==> config.mk <==
export PLATFORM = sky130hd
export DESIGN_NAME = maxpool_stream
export DESIGN_NICKNAME = d
export VERILOG_FILES = /design/src/rtl/cnn_pkg.sv /design/src/rtl/pool_line_buf.sv /design/src/rtl/maxpool_stream.sv
export SDC_FILE = /design/constraint.sdc
export NUM_CORES = 1
export LEC_CHECK = 0
export BUFFER_PORTS_ARGS = -buffer_cell sky130_fd_sc_hd__buf_2
export CAP_MARGIN = 0
export CORE_MARGIN = 2
export CORE_UTILIZATION = 34
export DETAILED_ROUTE_END_ITERATION = 10
export PLACE_DENSITY = 0.54
export SETUP_SLACK_MARGIN = 0.05
export SLEW_MARGIN = 15
export SYNTH_ARGS = -nofsm -noshare
export SYNTH_HDL_FRONTEND = slang
export SYNTH_HIERARCHICAL = 1
export SYNTH_SLANG_ARGS = --single-unit
==> constraint.sdc <==
create_clock -name clk -period 9.96 [get_ports clk]
set_input_delay 0.996 -clock clk [delete_from_list [all_inputs] [get_ports clk]]
set_output_delay 0.996 -clock clk [all_outputs]
set_load 0.03 [all_outputs]
==> src/rtl/cnn_pkg.sv <==
// Shared CNN dimension constants used by the conv, pool and FC stages.
package cnn_pkg;

  // Pixel width and input image geometry for the pooling stage.
  localparam int unsigned CNN_DATA_W = 69;
  localparam int unsigned CNN_IMG_W  = 24;
  localparam int unsigned CNN_IMG_H  = 24;

  // Convolution stage.
  localparam int unsigned CONV_K      = 3;
  localparam int unsigned CONV_OUT_CH = 8;

  // Pooling stage.
  localparam int unsigned POOL_K     = 2;
  localparam int unsigned POOL_OUT_W = CNN_IMG_W / POOL_K;
  localparam int unsigned POOL_OUT_H = CNN_IMG_H / POOL_K;

  // Fully connected stage.
  localparam int unsigned FC_IN  = POOL_OUT_W * POOL_OUT_H * CONV_OUT_CH;
  localparam int unsigned FC_OUT = 10;

  // Number of pooled windows produced per frame.
  function automatic int unsigned pool_windows(input int unsigned img_w,
                                               input int unsigned img_h);
    return (img_w / POOL_K) * (img_h / POOL_K);
  endfunction

endpackage

==> src/rtl/pool_line_buf.sv <==
// Line buffer holding the row-pair maxima of the upper row of each window.
module pool_line_buf #(
  parameter int unsigned DATA_W = 69,
  parameter int unsigned DEPTH  = 12,
  parameter int unsigned ADDR_W = 4
) (
  input  logic              clk,
  input  logic              wr_en,
  input  logic [ADDR_W-1:0] wr_addr,
  input  logic [DATA_W-1:0] wr_data,
  input  logic [ADDR_W-1:0] rd_addr,
  output logic [DATA_W-1:0] rd_data_c
);

  logic [DATA_W-1:0] mem_q [DEPTH];

  // Single write port; contents are never reset because every entry is
  // written on an even row before the matching odd row reads it.
  always_ff @(posedge clk) begin
    if (wr_en) begin
      mem_q[wr_addr] <= wr_data;
    end
  end

  // Combinational read port.
  assign rd_data_c = mem_q[rd_addr];

endmodule

==> src/rtl/maxpool_stream.sv <==
// Streaming 2x2 max-pool over a raster-order image with valid/ready handshakes.
module maxpool_stream
  import cnn_pkg::*;
#(
  parameter int unsigned DATA_W = CNN_DATA_W,
  parameter int unsigned IMG_W  = CNN_IMG_W,
  parameter int unsigned IMG_H  = CNN_IMG_H
) (
  input  logic              clk,
  input  logic              rst,
  input  logic              in_valid,
  output logic              in_ready,
  input  logic [DATA_W-1:0] in_data,
  output logic              out_valid,
  input  logic              out_ready,
  output logic [DATA_W-1:0] out_data,
  output logic              out_last,
  output logic              done
);

  localparam int unsigned COL_W    = (IMG_W > 1) ? $clog2(IMG_W) : 1;
  localparam int unsigned ROW_W    = (IMG_H > 1) ? $clog2(IMG_H) : 1;
  localparam int unsigned LB_DEPTH = IMG_W / 2;
  localparam int unsigned LB_AW    = (LB_DEPTH > 1) ? $clog2(LB_DEPTH) : 1;

  localparam logic [COL_W-1:0] COL_LAST = COL_W'(IMG_W - 1);
  localparam logic [ROW_W-1:0] ROW_LAST = ROW_W'(IMG_H - 1);

  logic [COL_W-1:0]  col_q, col_d;
  logic [ROW_W-1:0]  row_q, row_d;
  logic [DATA_W-1:0] hold_q, hold_d;
  logic              out_valid_q, out_valid_d;
  logic [DATA_W-1:0] out_data_q, out_data_d;
  logic              out_last_q, out_last_d;
  logic              done_q, done_d;

  logic              in_ready_c;
  logic              accept_c;
  logic              drain_c;
  logic [LB_AW-1:0]  lb_addr_c;
  logic              lb_wr_en_c;
  logic [DATA_W-1:0] lb_rd_c;
  logic [DATA_W-1:0] pair_max_c;
  logic [DATA_W-1:0] win_max_c;

  // An output slot is free when empty or draining this cycle.
  assign in_ready_c = !out_valid_q || out_ready;
  assign accept_c   = in_valid && in_ready_c;
  assign drain_c    = out_valid_q && out_ready;
  assign lb_addr_c  = LB_AW'(col_q >> 1);

  // Full-width unsigned maxima of the horizontal pair and of the whole window.
  assign pair_max_c = (in_data > hold_q) ? in_data : hold_q;
  assign win_max_c  = (lb_rd_c > pair_max_c) ? lb_rd_c : pair_max_c;

  pool_line_buf #(
    .DATA_W (DATA_W),
    .DEPTH  (LB_DEPTH),
    .ADDR_W (LB_AW)
  ) u_line_buf (
    .clk       (clk),
    .wr_en     (lb_wr_en_c),
    .wr_addr   (lb_addr_c),
    .wr_data   (pair_max_c),
    .rd_addr   (lb_addr_c),
    .rd_data_c (lb_rd_c)
  );

  // Next-state: raster counters, hold register, line-buffer write, output slot.
  always_comb begin
    col_d       = col_q;
    row_d       = row_q;
    hold_d      = hold_q;
    out_valid_d = out_valid_q;
    out_data_d  = out_data_q;
    out_last_d  = out_last_q;
    lb_wr_en_c  = 1'b0;
    done_d      = drain_c && out_last_q;

    if (drain_c) begin
      out_valid_d = 1'b0;
      out_last_d  = 1'b0;
    end

    if (accept_c) begin
      if (col_q == COL_LAST) begin
        col_d = '0;
        row_d = (row_q == ROW_LAST) ? '0 : row_q + ROW_W'(1);
      end else begin
        col_d = col_q + COL_W'(1);
      end

      if (!col_q[0]) begin
        hold_d = in_data;
      end else if (!row_q[0]) begin
        lb_wr_en_c = 1'b1;
      end else begin
        out_valid_d = 1'b1;
        out_data_d  = win_max_c;
        out_last_d  = (row_q == ROW_LAST) && (col_q == COL_LAST);
      end
    end
  end

  // State registers with synchronous active-high reset.
  always_ff @(posedge clk) begin
    if (rst) begin
      col_q       <= '0;
      row_q       <= '0;
      hold_q      <= '0;
      out_valid_q <= 1'b0;
      out_data_q  <= '0;
      out_last_q  <= 1'b0;
      done_q      <= 1'b0;
    end else begin
      col_q       <= col_d;
      row_q       <= row_d;
      hold_q      <= hold_d;
      out_valid_q <= out_valid_d;
      out_data_q  <= out_data_d;
      out_last_q  <= out_last_d;
      done_q      <= done_d;
    end
  end

  assign in_ready  = in_ready_c;
  assign out_valid = out_valid_q;
  assign out_data  = out_data_q;
  assign out_last  = out_last_q;
  assign done      = done_q;

endmodule

==> metrics.yaml <==
clock_sinks: 979
start_kind: "input port"
fp.dieW_um: 351
cts_setup_buffers: 0
cp.required_ps: 10540
clk_path_buf_depth: 3
vdd_drop_max_mv: 0.142
final_cell_mix: "828 x edfxtp_1, 248 x nand2_1, 208 x mux2i_1"
grt_use_total_pct: 18.1
outcome: "complete, no violations"
cts_tree: "built"
critPathMaxFanout: 70
grt_pass1_wl_mm: 165
yosysWarningCount: 6
cts_made_buffers: 98
drv_slew: 0
grt_max_degree: 99
layout.nets: 2975
ioPinCount: 146
grt_antenna_before_repair: 14
hpwl_mm: 67.5
layout_setup_ws_ps: 1870
p_leak_nw: 16.0
worstSkewPairLatency_ps: 670
die_height_um: 351
gr-total-overflow: 0
drc: 0
drtPass1Iterations: 5
grt_pass1_vias: 24314
netlist_area_mm2: 0.0410
synth_cells: 2609
fp.coreArea_mm2: 0.120
ys_types: 49
routed_wirelength_mm: 113
synth_seq_area_share_pct: 67.9
slew_headroom_pct: 22.6
diodes: 0
synthesis.nets: 2822
place_congestion: 0.814
syn2layout_area_growth_pct: 14.6
tightest_slew_ps: 1150
finalSetupTns_ps: 0
mostFrequentLayoutCell: "edfxtp_1"
die_area_mm2: 0.124
period_share_pct: 81.3
rows: 127
yosys_register_bits: 979
grt_setup_unrepaired: "false"
ctsResizeCount: 0
fillers: 11067
setup_violations: 0
fmax_ghz: 0.124
synthFlopType: "edfxtp_1"
min_path_type: "flop to flop"
routedWlPerCell_um: 25.3
end_kind: "flop"
drive_gt1_share_pct: 18.7
place_ws_ps: 1380
synth_edf_count: 828
finalHoldViolCount: 0
clock-skew-final_ps: 25.3
io_buffers: 145
crit_type: "input port to flop"
drt_iter0_markers: 2065
vias_per_cell: 5.41
start_util_pct: 34.3
routed-via-count: 24101
root_buffer: "clkbuf_16"
avgSynthCellArea_um2: 15.7
postSynth.asyncResetShare_pct: 0
ctsHoldBuffers: 0
drv_cap: 0
clk_pin_slew_ps: 60
arrival_ps: 8670
min_period_ps: 8090
htreeDepth: 3
power_density_mw_per_mm2: 194
ant_nets: 0
## kinds of logic after synthesis
family                     synth area share, %
and+or+nand+nor                           5.10
buffers and inverters                     3.12
muxes                                     12.7
adders and majority gates                 4.27
xor gates and xnor gates                0.0640
AOI/OAI and AO/OA                         6.83
DFF                                       67.9
## per-stage QoR
step           instances  utilization (%)  instance area, um^2  power (W)  hold WS [ps]
5_1_grt             4459             39.3                47000    0.00946           488
4_1_cts             4459             39.3                47000    0.00922           462
6_report            4459             39.3                47000    0.00914           459
3_5_place_dp        4274             36.4                43700    0.00537           455
2_1_floorplan       2609                -                41000    0.00513           432
3_3_place_gp        4274             36.4                43600    0.00534           439
## path summary, 6_finish.rpt
path	slack, ps	startpoint	endpoint	depth (start not counted)
max	1870	in_data[64]	out_data[38]	19
min reg2reg	460	row_q[3]	row_q[3]	2
max reg2reg	1920	hold_q[62]	out_data[38]	19
min	460	row_q[3]	row_q[3]	2
## power breakdown
group	switching, W	total [W]	internal [W]
sequential	0.0000217	0.00457	0.00455
combinational	0.000478	0.000709	0.000231
clock	0.00157	0.00386	0.00228
total	0.00207	0.00914	0.00707
## Yosys cell counts (all sizes together) (8+ instances only)
| cell | count | area (um^2) |
|---|---|---|
| o21ai | 22 | 110 |
| inv | 147 | 552 |
| nor2 | 42 | 158 |
| clkbuf | 93 | 349 |
| o211ai | 72 | 641 |
| nand3 | 15 | 75.1 |
| a21oi | 129 | 646 |
| nand4 | 102 | 644 |
| nand2 | 249 | 935 |
| buf | 51 | 379 |
| edfxtp | 828 | 24900 |
| o221ai | 71 | 622 |
| mux2i | 208 | 2080 |
| mux4 | 138 | 3110 |
| nor3 | 16 | 80.1 |
| a21o | 9 | 67.6 |
| a22oi | 70 | 526 |
| dfxtp | 151 | 3020 |
| a211oi | 8 | 60.1 |
| ha | 140 | 1750 |
## flip-flops by register name (all words and copies together), names as in the netlist
register,cells
col_q,5
u_line_buf/mem_q,828
done,1
out_data,69
out_last,1
hold_q,69
row_q,5
out_valid,1
## layout make-up
type	count	area, um^2	share of cell area (%)
timing repair buffer	197	1140	2.43
sequential	979	27900	59.3
clock inverter	53	674	1.43
clock buffer	132	2710	5.77
tap	1612	2020	4.29
inverter	147	552	1.17
multi-input combinational	1339	12000	25.6
## critical path: stages
cell,delay (ps)
buf_2,120
ha_1,310
nand4_1,200
nor4_1,1000
o2111ai_1,230
a21o_1,270
a21oi_4,850
buf_4,570
mux2i_1,530
ha_1,240
nand4_1,150
nor4_2,510
nand3_1,270
a21oi_1,430
a211oi_1,210
o211ai_1,330
buf_4,880
nand4_1,310
o211ai_1,160
## per-layer routing
layer,up-vias,share of wire (%),GRT usage [%]
li1,10573,-,-
met1,12676,45,25.5
met2,699,47,29.4
met3,143,5.7,3.19
met4,10,1.8,3.67
met5,-,0.064,0
Note: power is estimated with default switching activity, not from simulation.
